**config.mk**
```make
export PLATFORM = sky130hd
export DESIGN_NAME = serial_addsub
export DESIGN_NICKNAME = d
export VERILOG_FILES = /design/src/rtl/serial_addsub.sv
export SDC_FILE = /design/constraint.sdc
export NUM_CORES = 1
export LEC_CHECK = 0
export ABC_AREA = 0
export CAP_MARGIN = 20
export CORE_AREA = 2 2 78 88
export CTS_CLUSTER_DIAMETER = 30
export DETAILED_ROUTE_END_ITERATION = 10
export DIE_AREA = 0 0 80 90
export GPL_TIMING_DRIVEN = 0
export SETUP_SLACK_MARGIN = 0.02
export SLEW_MARGIN = 40
export SYNTH_ARGS = -nofsm -noshare
export SYNTH_HDL_FRONTEND = slang
export SYNTH_SLANG_ARGS = --single-unit
export TNS_END_PERCENT = 50
```
**constraint.sdc**
```tcl
create_clock -name clk -period 3.13 [get_ports clk]
set_clock_uncertainty 0.05 [all_clocks]
set_input_delay 0.313 -clock clk [delete_from_list [all_inputs] [get_ports clk]]
set_output_delay 0.313 -clock clk [all_outputs]
set_load 0.01 [all_outputs]
```
**src/rtl/serial_addsub.sv**
```systemverilog
// Bit-serial adder/subtractor: one full-adder cell reused over WIDTH
// cycles, LSB first, with a registered carry and start/done handshake.
//
// Ports:
//   clk      rising-edge clock
//   rst      synchronous active-high reset
//   start    request, sampled only while idle
//   sub      0 = a+b, 1 = a-b, sampled with start
//   a, b     WIDTH-bit operands, sampled with start
//   busy     high while an operation is running or finishing
//   done     one-cycle pulse when sum/cout/overflow update
//   sum      WIDTH-bit result (two's complement for subtract)
//   cout     carry out of the MSB (subtract: 1 = no borrow)
//   overflow signed overflow
module serial_addsub #(
  parameter int WIDTH = 8,
  parameter int CNT_W = $clog2(WIDTH + 1)
) (
  input  logic             clk,
  input  logic             rst,
  input  logic             start,
  input  logic             sub,
  input  logic [WIDTH-1:0] a,
  input  logic [WIDTH-1:0] b,
  output logic             busy,
  output logic             done,
  output logic [WIDTH-1:0] sum,
  output logic             cout,
  output logic             overflow
);

  typedef enum logic [1:0] {
    IDLE,
    RUN,
    DONE
  } state_t;

  state_t state;
  state_t state_nx;

  logic [WIDTH-1:0] a_sr;
  logic [WIDTH-1:0] b_sr;
  logic [WIDTH-1:0] r_sr;
  logic [WIDTH-1:0] r_nx;
  logic             carry;
  logic [CNT_W-1:0] cnt;

  logic bit_s;
  logic bit_c;
  logic last;
  logic c_msb;

  // One full-adder cell applied to the current LSBs.
  assign bit_s = a_sr[0] ^ b_sr[0] ^ carry;
  assign bit_c = (a_sr[0] & b_sr[0])
               | (a_sr[0] & carry)
               | (b_sr[0] & carry);

  assign last = (cnt == CNT_W'(WIDTH - 1));

  // On the last bit the registered carry is the carry into the MSB.
  assign c_msb = carry;

  assign r_nx = {bit_s, r_sr[WIDTH-1:1]};

  always_ff @(posedge clk) begin
    if (rst) begin
      state <= IDLE;
    end else begin
      state <= state_nx;
    end
  end

  always_comb begin
    state_nx = state;
    unique case (state)
      IDLE: begin
        if (start) begin
          state_nx = RUN;
        end
      end
      RUN: begin
        if (last) begin
          state_nx = DONE;
        end
      end
      DONE: begin
        state_nx = IDLE;
      end
      default: begin
        state_nx = IDLE;
      end
    endcase
  end

  always_ff @(posedge clk) begin
    if (rst) begin
      a_sr     <= '0;
      b_sr     <= '0;
      r_sr     <= '0;
      carry    <= 1'b0;
      cnt      <= '0;
      sum      <= '0;
      cout     <= 1'b0;
      overflow <= 1'b0;
    end else begin
      unique case (state)
        IDLE: begin
          if (start) begin
            // Subtract as a + ~b + 1: invert b, seed carry with 1.
            a_sr  <= a;
            b_sr  <= sub ? ~b : b;
            carry <= sub;
            cnt   <= '0;
          end
        end
        RUN: begin
          r_sr  <= r_nx;
          a_sr  <= a_sr >> 1;
          b_sr  <= b_sr >> 1;
          carry <= bit_c;
          cnt   <= cnt + 1'b1;
          if (last) begin
            sum      <= r_nx;
            cout     <= bit_c;
            overflow <= c_msb ^ bit_c;
          end
        end
        default: begin
        end
      endcase
    end
  end

  assign busy = (state != IDLE);
  assign done = (state == DONE);

endmodule

```
==> flow_summary.yaml, run 1 <==
run_status:
  outcome: "complete, no violations"
timing:
  post-route-period-util_pct: 75.60
  rsz0062_at_grt: "no"
  hold-worst-slack_ns: 0.4163
  tightest_slew_ns: 0.5965
  hold_viol: 0
  max_slew_margin_pct: 60.23
  slew_violations: 0
  setup_ws_ns: 0.7638
  layout_min_cycle_time_ns: 2.366
  fmax_mhz: 422.6
  finalSetupTns_ns: 0
  setup_viol: 0
place:
  dp_hpwl_um: 3000
  placed_area_mm2: 0.002246
  pre_cts_ws_ns: 1.115
  port_buffers: 29
  dp.cells: 327
  gp_congestion: 0.7464
global_route:
  grt_pass1_vias: 1518
  grt_max_degree: 12
  grt_overflow: 0
  grtUsageTotal_pct: 12.67
  antenna_found_initial: 0
  grt_pass1_wl_um: 7203
clock_tree:
  clk_pin_slew_worst_paths_ns: 0.07
  tritoncts: "yes"
  clk_path_buf_depth: 2
  cts_root_buf: "clkbuf_8"
  cts_made_buffers: 5
  hold_buffers: 0
  cts_setup_buffers: 0
  htree_levels: 2
  worstSkewPairLatency_ns: 0.29
  ctsResizeCount: 0
  numClockSinks: 40
pwr:
  combinationalPowerShare_pct: 14.5
  switching_share_pct: 25.51
  p_per_area_mw_per_mm2: 435.9
  total_power_mw: 1.013
  switchingPower_uw: 258.3
  p_clk_share_pct: 31.5
  p_leak_nw: 0.8234
  power_frac_seq_pct: 53.9
  intPower_uw: 754.6
  vdd.ir_drop.worst_v: 0.0001287
critical_path:
  crit_fanout: 10
  crit_chain: "buf_2 > buf_2 > nor2b_1 > clkdlybuf4s50_1"
  path_buf_inv: 3
  rrSetupSlack_ns: 1.55
  critPathSlowestCell: "clkdlybuf4s50_1"
  slowest_delay_ns: 0.55
  cp_common_cell: "buf_2"
  worstReg2RegStart: "cnt[0]"
  cp-end-kind: "primary output"
  critPathTopFamily: "buffers and inverters"
  r2r-end: "sum[6]"
  cp-start-kind: "flip-flop"
  cp.required_ns: 2.77
  arrival_ns: 2.00
  critPathKind: "reg2out"
  reg2reg_depth: 5
job:
  max-cap-violations: 0
yosys:
  ys_ff_latch: 40
  synth_cell_type_count: 34
  synth_edf_count: 0
  synth_flop_cell: "dfxtp_1"
  yosysWarningCount: 0
  async_flop_share_pct: 0
  synth_area_leaders: "dfxtp_1 43%, a21oi_1 8.9%, o221a_2 4.9%"
  avgSynthCellArea_um2: 8.579
  yosys-top-cells-count: "40 x dfxtp_1, 33 x a21oi_1, 19 x nand2_1"
  synth-seq-area-share_pct: 43.21
  synth_top_cell_area_share_pct: 43.21
  synth_fp_nets: 238
  synth_most_common_cell: "dfxtp_1"
  synth_top_area_cell: "dfxtp_1"
  synth_cells: 216
  synth_area_mm2: 0.001853
cells_and_area:
  multiInputGateArea_um2: 910.9
  seq_area_um2: 800.8
  finalCoreUtilization_pct: 36.53
  drive_above_1_share_pct: 13.89
  syn_to_final_growth_pct: 25.39
  n_antenna_cell: 0
  final_area_mm2: 0.002323
  final_cells: 334
  fin_nets: 274
  fillCellCount: 663
floorplan:
  core_mm2: 0.006361
  dieArea_mm2: 0.007200
  rows: 31
  ioPinCount: 32
  dieWidth_um: 80
  fp.dieH_um: 90
  start_util_pct: 29.13
min_path:
  hold_path_class: "reg2reg"
  hold_end: "r_sr[1]"
  hp-start: "r_sr[1]"
  worstHoldPathCells: 2
detailed_routing:
  drc_errors: 0
  met3RoutedLength_um: 139
  ant_nets: 0
  wl_met2_um: 2005
  first_pass_iters: 4
  dr.max_layer_used: "met4"
  first_iter_violations: 108
  vias: 1596
  viasPerCell: 4.778
  wl_per_cell_um: 12.74
  drt-total-wl_um: 4255
  drt-met1-wl_um: 2041
==> area by class of cell <==
cell class / count / share of cell area (%)
well taps: 82 / 4.416
clock buffers: 6 / 3.123
inverters: 10 / 1.616
clock inverters: 1 / 0.2154
plain buffers: 20 / 4.470
multi-input cells: 146 / 39.20
repair buffers: 29 / 12.49
flip-flops and latches: 40 / 34.46
==> worst max path at each step <==
| stage | depth (start not counted) | from | endpoint |
|---|---|---|---|
| after floorplan | 3 | state[1] | done |
| after global placement | 4 | state[1] | done |
| after detailed placement | 4 | state[1] | done |
| after CTS | 4 | state[1] | done |
| after global routing | 4 | state[1] | done |
| final | 4 | state[1] | done |
==> worst register-to-register path: stages (launching register included) <==
cell and delay [ns]:
dfxtp_1 0.37, ha_1 0.21, and3b_1 0.20, clkbuf_1 0.39, nand3_1 0.15, a21oi_1 0.13
==> flip-flops by register name, indices dropped and copies added (netlist names) <==
| name | flops |
|---|---|
| overflow | 1 |
| r_sr | 7 |
| sum | 8 |
| a_sr | 8 |
| b_sr | 8 |
| cout | 1 |
| state | 2 |
| cnt | 4 |
| c_msb | 1 |
==> cell families (layout without fill, tap and decap cells) <==
logic type | after synthesis | after routing | synth area share (%)
flops | 40 | 40 | 43.21
fa+ha+maj | 2 | 2 | 1.756
simple gates | 59 | 59 | 14.65
mux | 1 | 1 | 0.5402
xor+xnor | 9 | 9 | 4.254
buf+inv | 30 | 66 | 7.630
compound gates | 75 | 75 | 27.95
==> cells in the final DEF, fill, tap and decap left out, types with 2 or more instances in the layout <==
master | Yosys | layout
buf_6 | 2 | 2
inv_1 | 10 | 10
buf_2 | 11 | 11
nor2_1 | 16 | 16
xnor2_1 | 8 | 8
clkdlybuf4s50_1 | 0 | 29
or3_1 | 2 | 2
o22ai_2 | 7 | 7
clkbuf_1 | 6 | 7
o221a_2 | 8 | 8
nor2b_1 | 4 | 4
dfxtp_1 | 40 | 40
a22oi_1 | 10 | 10
clkbuf_8 | 0 | 5
nand3_1 | 11 | 11
o21ai_0 | 11 | 11
a21oi_1 | 33 | 33
nand2_1 | 19 | 19
==> power groups by stage <==
| stage | combinational (mW) | sequential [mW] | clock, mW |
|---|---|---|---|
| after global placement | 0.147 | 0.558 | 0 |
| after detailed placement | 0.148 | 0.558 | 0 |
| after CTS | 0.149 | 0.546 | 0.329 |
| final | 0.147 | 0.546 | 0.319 |
| after floorplan | 0.100 | 0.554 | 0 |
| after global routing | 0.164 | 0.549 | 0.351 |
==> layer usage <==
| metal | GRT usage [%] | vias to the layer above |
|---|---|---|
| met5 | 0 | - |
| met4 | 5.085 | 0 |
| met3 | 3.012 | 6 |
| met2 | 20.76 | 28 |
| met1 | 15.77 | 733 |
| li1 | - | 829 |
Note: power is estimated with default switching activity, not from simulation.
==> inputs of run 2 (changes only) <==
- clock period: 3.13 -> 2.2 ns (I/O delays scaled with it)
==> flow_summary.yaml, run 2 (synthesis results as in run 1) <==
clock_tree:
  clk_pin_slew_worst_paths_ns: 0.07
  numClockSinks: 40
  cts_made_buffers: 5
  clk_path_buf_depth: 2
  worstSkewPairLatency_ns: 0.29
  tritoncts: "yes"
  hold_buffers: 0
  cts_root_buf: "clkbuf_8"
  htree_levels: 2
cells_and_area:
  final_area_mm2: 0.002328
  n_antenna_cell: 0
  final_common_cell: "dfxtp_1"
  syn_to_final_growth_pct: 25.66
  fin_nets: 274
  layout_common_cells: "39 x dfxtp_1, 33 x a21oi_1, 29 x clkdlybuf4s50_1"
  drive_above_1_share_pct: 14.68
  largestRegisters: "a_sr: 8 flops, b_sr: 8 flops, sum: 8 flops"
detailed_routing:
  vias: 1592
  wl_per_cell_um: 12.72
  first_iter_violations: 103
  drc_errors: 0
  first_pass_iters: 4
  viasPerCell: 4.766
  ant_nets: 0
  drt-total-wl_um: 4248
timing:
  fmax_mhz: 483.1
  rsz0062_at_grt: "no"
  max_slew_margin_pct: 60.04
  tightest_slew_ns: 0.5994
  hold_viol: 0
  post-route-period-util_pct: 94.09
  setup_viol: 0
  slew_violations: 0
  finalSetupTns_ns: 0
  setup_ws_ns: 0.1301
  layout_min_cycle_time_ns: 2.070
min_path:
  hold_path_class: "in2reg"
  worstHoldPathCells: 3
  hp-start: "sub"
  hold_end: "b_sr[6]"
floorplan:
  rows: 31
  fp.dieH_um: 90
  start_util_pct: 29.13
  dieArea_mm2: 0.007200
  ioPinCount: 32
  core_mm2: 0.006361
  dieWidth_um: 80
critical_path:
  arrival_ns: 1.80
  crit_chain: "buf_4 > buf_2 > nor2b_1 > clkdlybuf4s50_1"
  cp-end-kind: "primary output"
  critPathSlowestCell: "clkdlybuf4s50_1"
  cp-start-kind: "flip-flop"
  crit_fanout: 10
  r2r-end: "sum[6]"
  worstReg2RegStart: "cnt[0]"
  reg2reg_depth: 5
  critPathKind: "reg2out"
  cp.required_ns: 1.93
  rrSetupSlack_ns: 0.62
  slowest_delay_ns: 0.54
run_status:
  outcome: "complete, no violations"
global_route:
  grt_max_degree: 12
  grt_overflow: 0
  grtUsageTotal_pct: 12.67
  antenna_found_initial: 0
  grt_pass1_vias: 1518
  grt_pass1_wl_um: 7203
place:
  port_buffers: 29
  pre_cts_ws_ns: 0.2782
  dp_hpwl_um: 3000
  gp_congestion: 0.7464
  placed_area_mm2: 0.002246
pwr:
  p_per_area_mw_per_mm2: 617.2
  p_leak_nw: 0.8269
  vdd.ir_drop.worst_v: 0.0001829
job:
  max-cap-violations: 0
run 2: worst max-delay path, delay by kind of cell (launching register included):
kind / cells / cell delay (ns)
and+or+nand+nor: 1 / 0.16
DFF: 1 / 0.40
buffers and inverters: 3 / 0.96
run 2: how the worst max path moves through the flow:
| stage | from | end |
|---|---|---|
| after floorplan | cnt[0] | cout |
| after global placement | state[1] | done |
| after detailed placement | state[1] | done |
| after CTS | state[0] | busy |
| after global routing | state[1] | done |
| final | state[1] | done |
run 2: stage by stage:
step                      utilization [%]  std cells  hold slack, ns  power (mW)
after floorplan                         -        216          0.3300      0.9302
final                               36.61        334          0.3478       1.437
after global routing                36.61        334          0.3729       1.514
after global placement              35.31        327          0.4063       1.002
after detailed placement            35.31        327          0.4066       1.004
after CTS                           36.59        334          0.3492       1.458
run 2: metal layers:
layer  wire length [um]  global-route usage (%)
met2               1997                   20.76
met4                 75                   5.085
met3                142                   3.012
met5                  0                       0
met1               2033                   15.77
run 2: layout make-up:
type | count | area, um2
clock inverters | 1 | 5.005
multi-input cells | 146 | 910.9
flip-flops and latches | 40 | 802.0
plain buffers | 20 | 107.6
inverters | 10 | 37.54
repair buffers | 29 | 290.3
well taps | 82 | 102.6
fillers | 664 | 4033
clock buffers | 6 | 72.57
run 2: timing repair:
action                                  CTS  global route
buffers inserted                          0             0
gates resized for setup                   2             2
endpoints found under the setup margin    2             1
cloned                                    0             0
run 2: power breakdown:
group          switching [mW]  internal (mW)  leakage (nW)
logic                   0.106          0.104         0.459
registers              0.0225          0.755         0.327
clock network           0.235          0.215        0.0410
total                   0.363           1.07         0.827
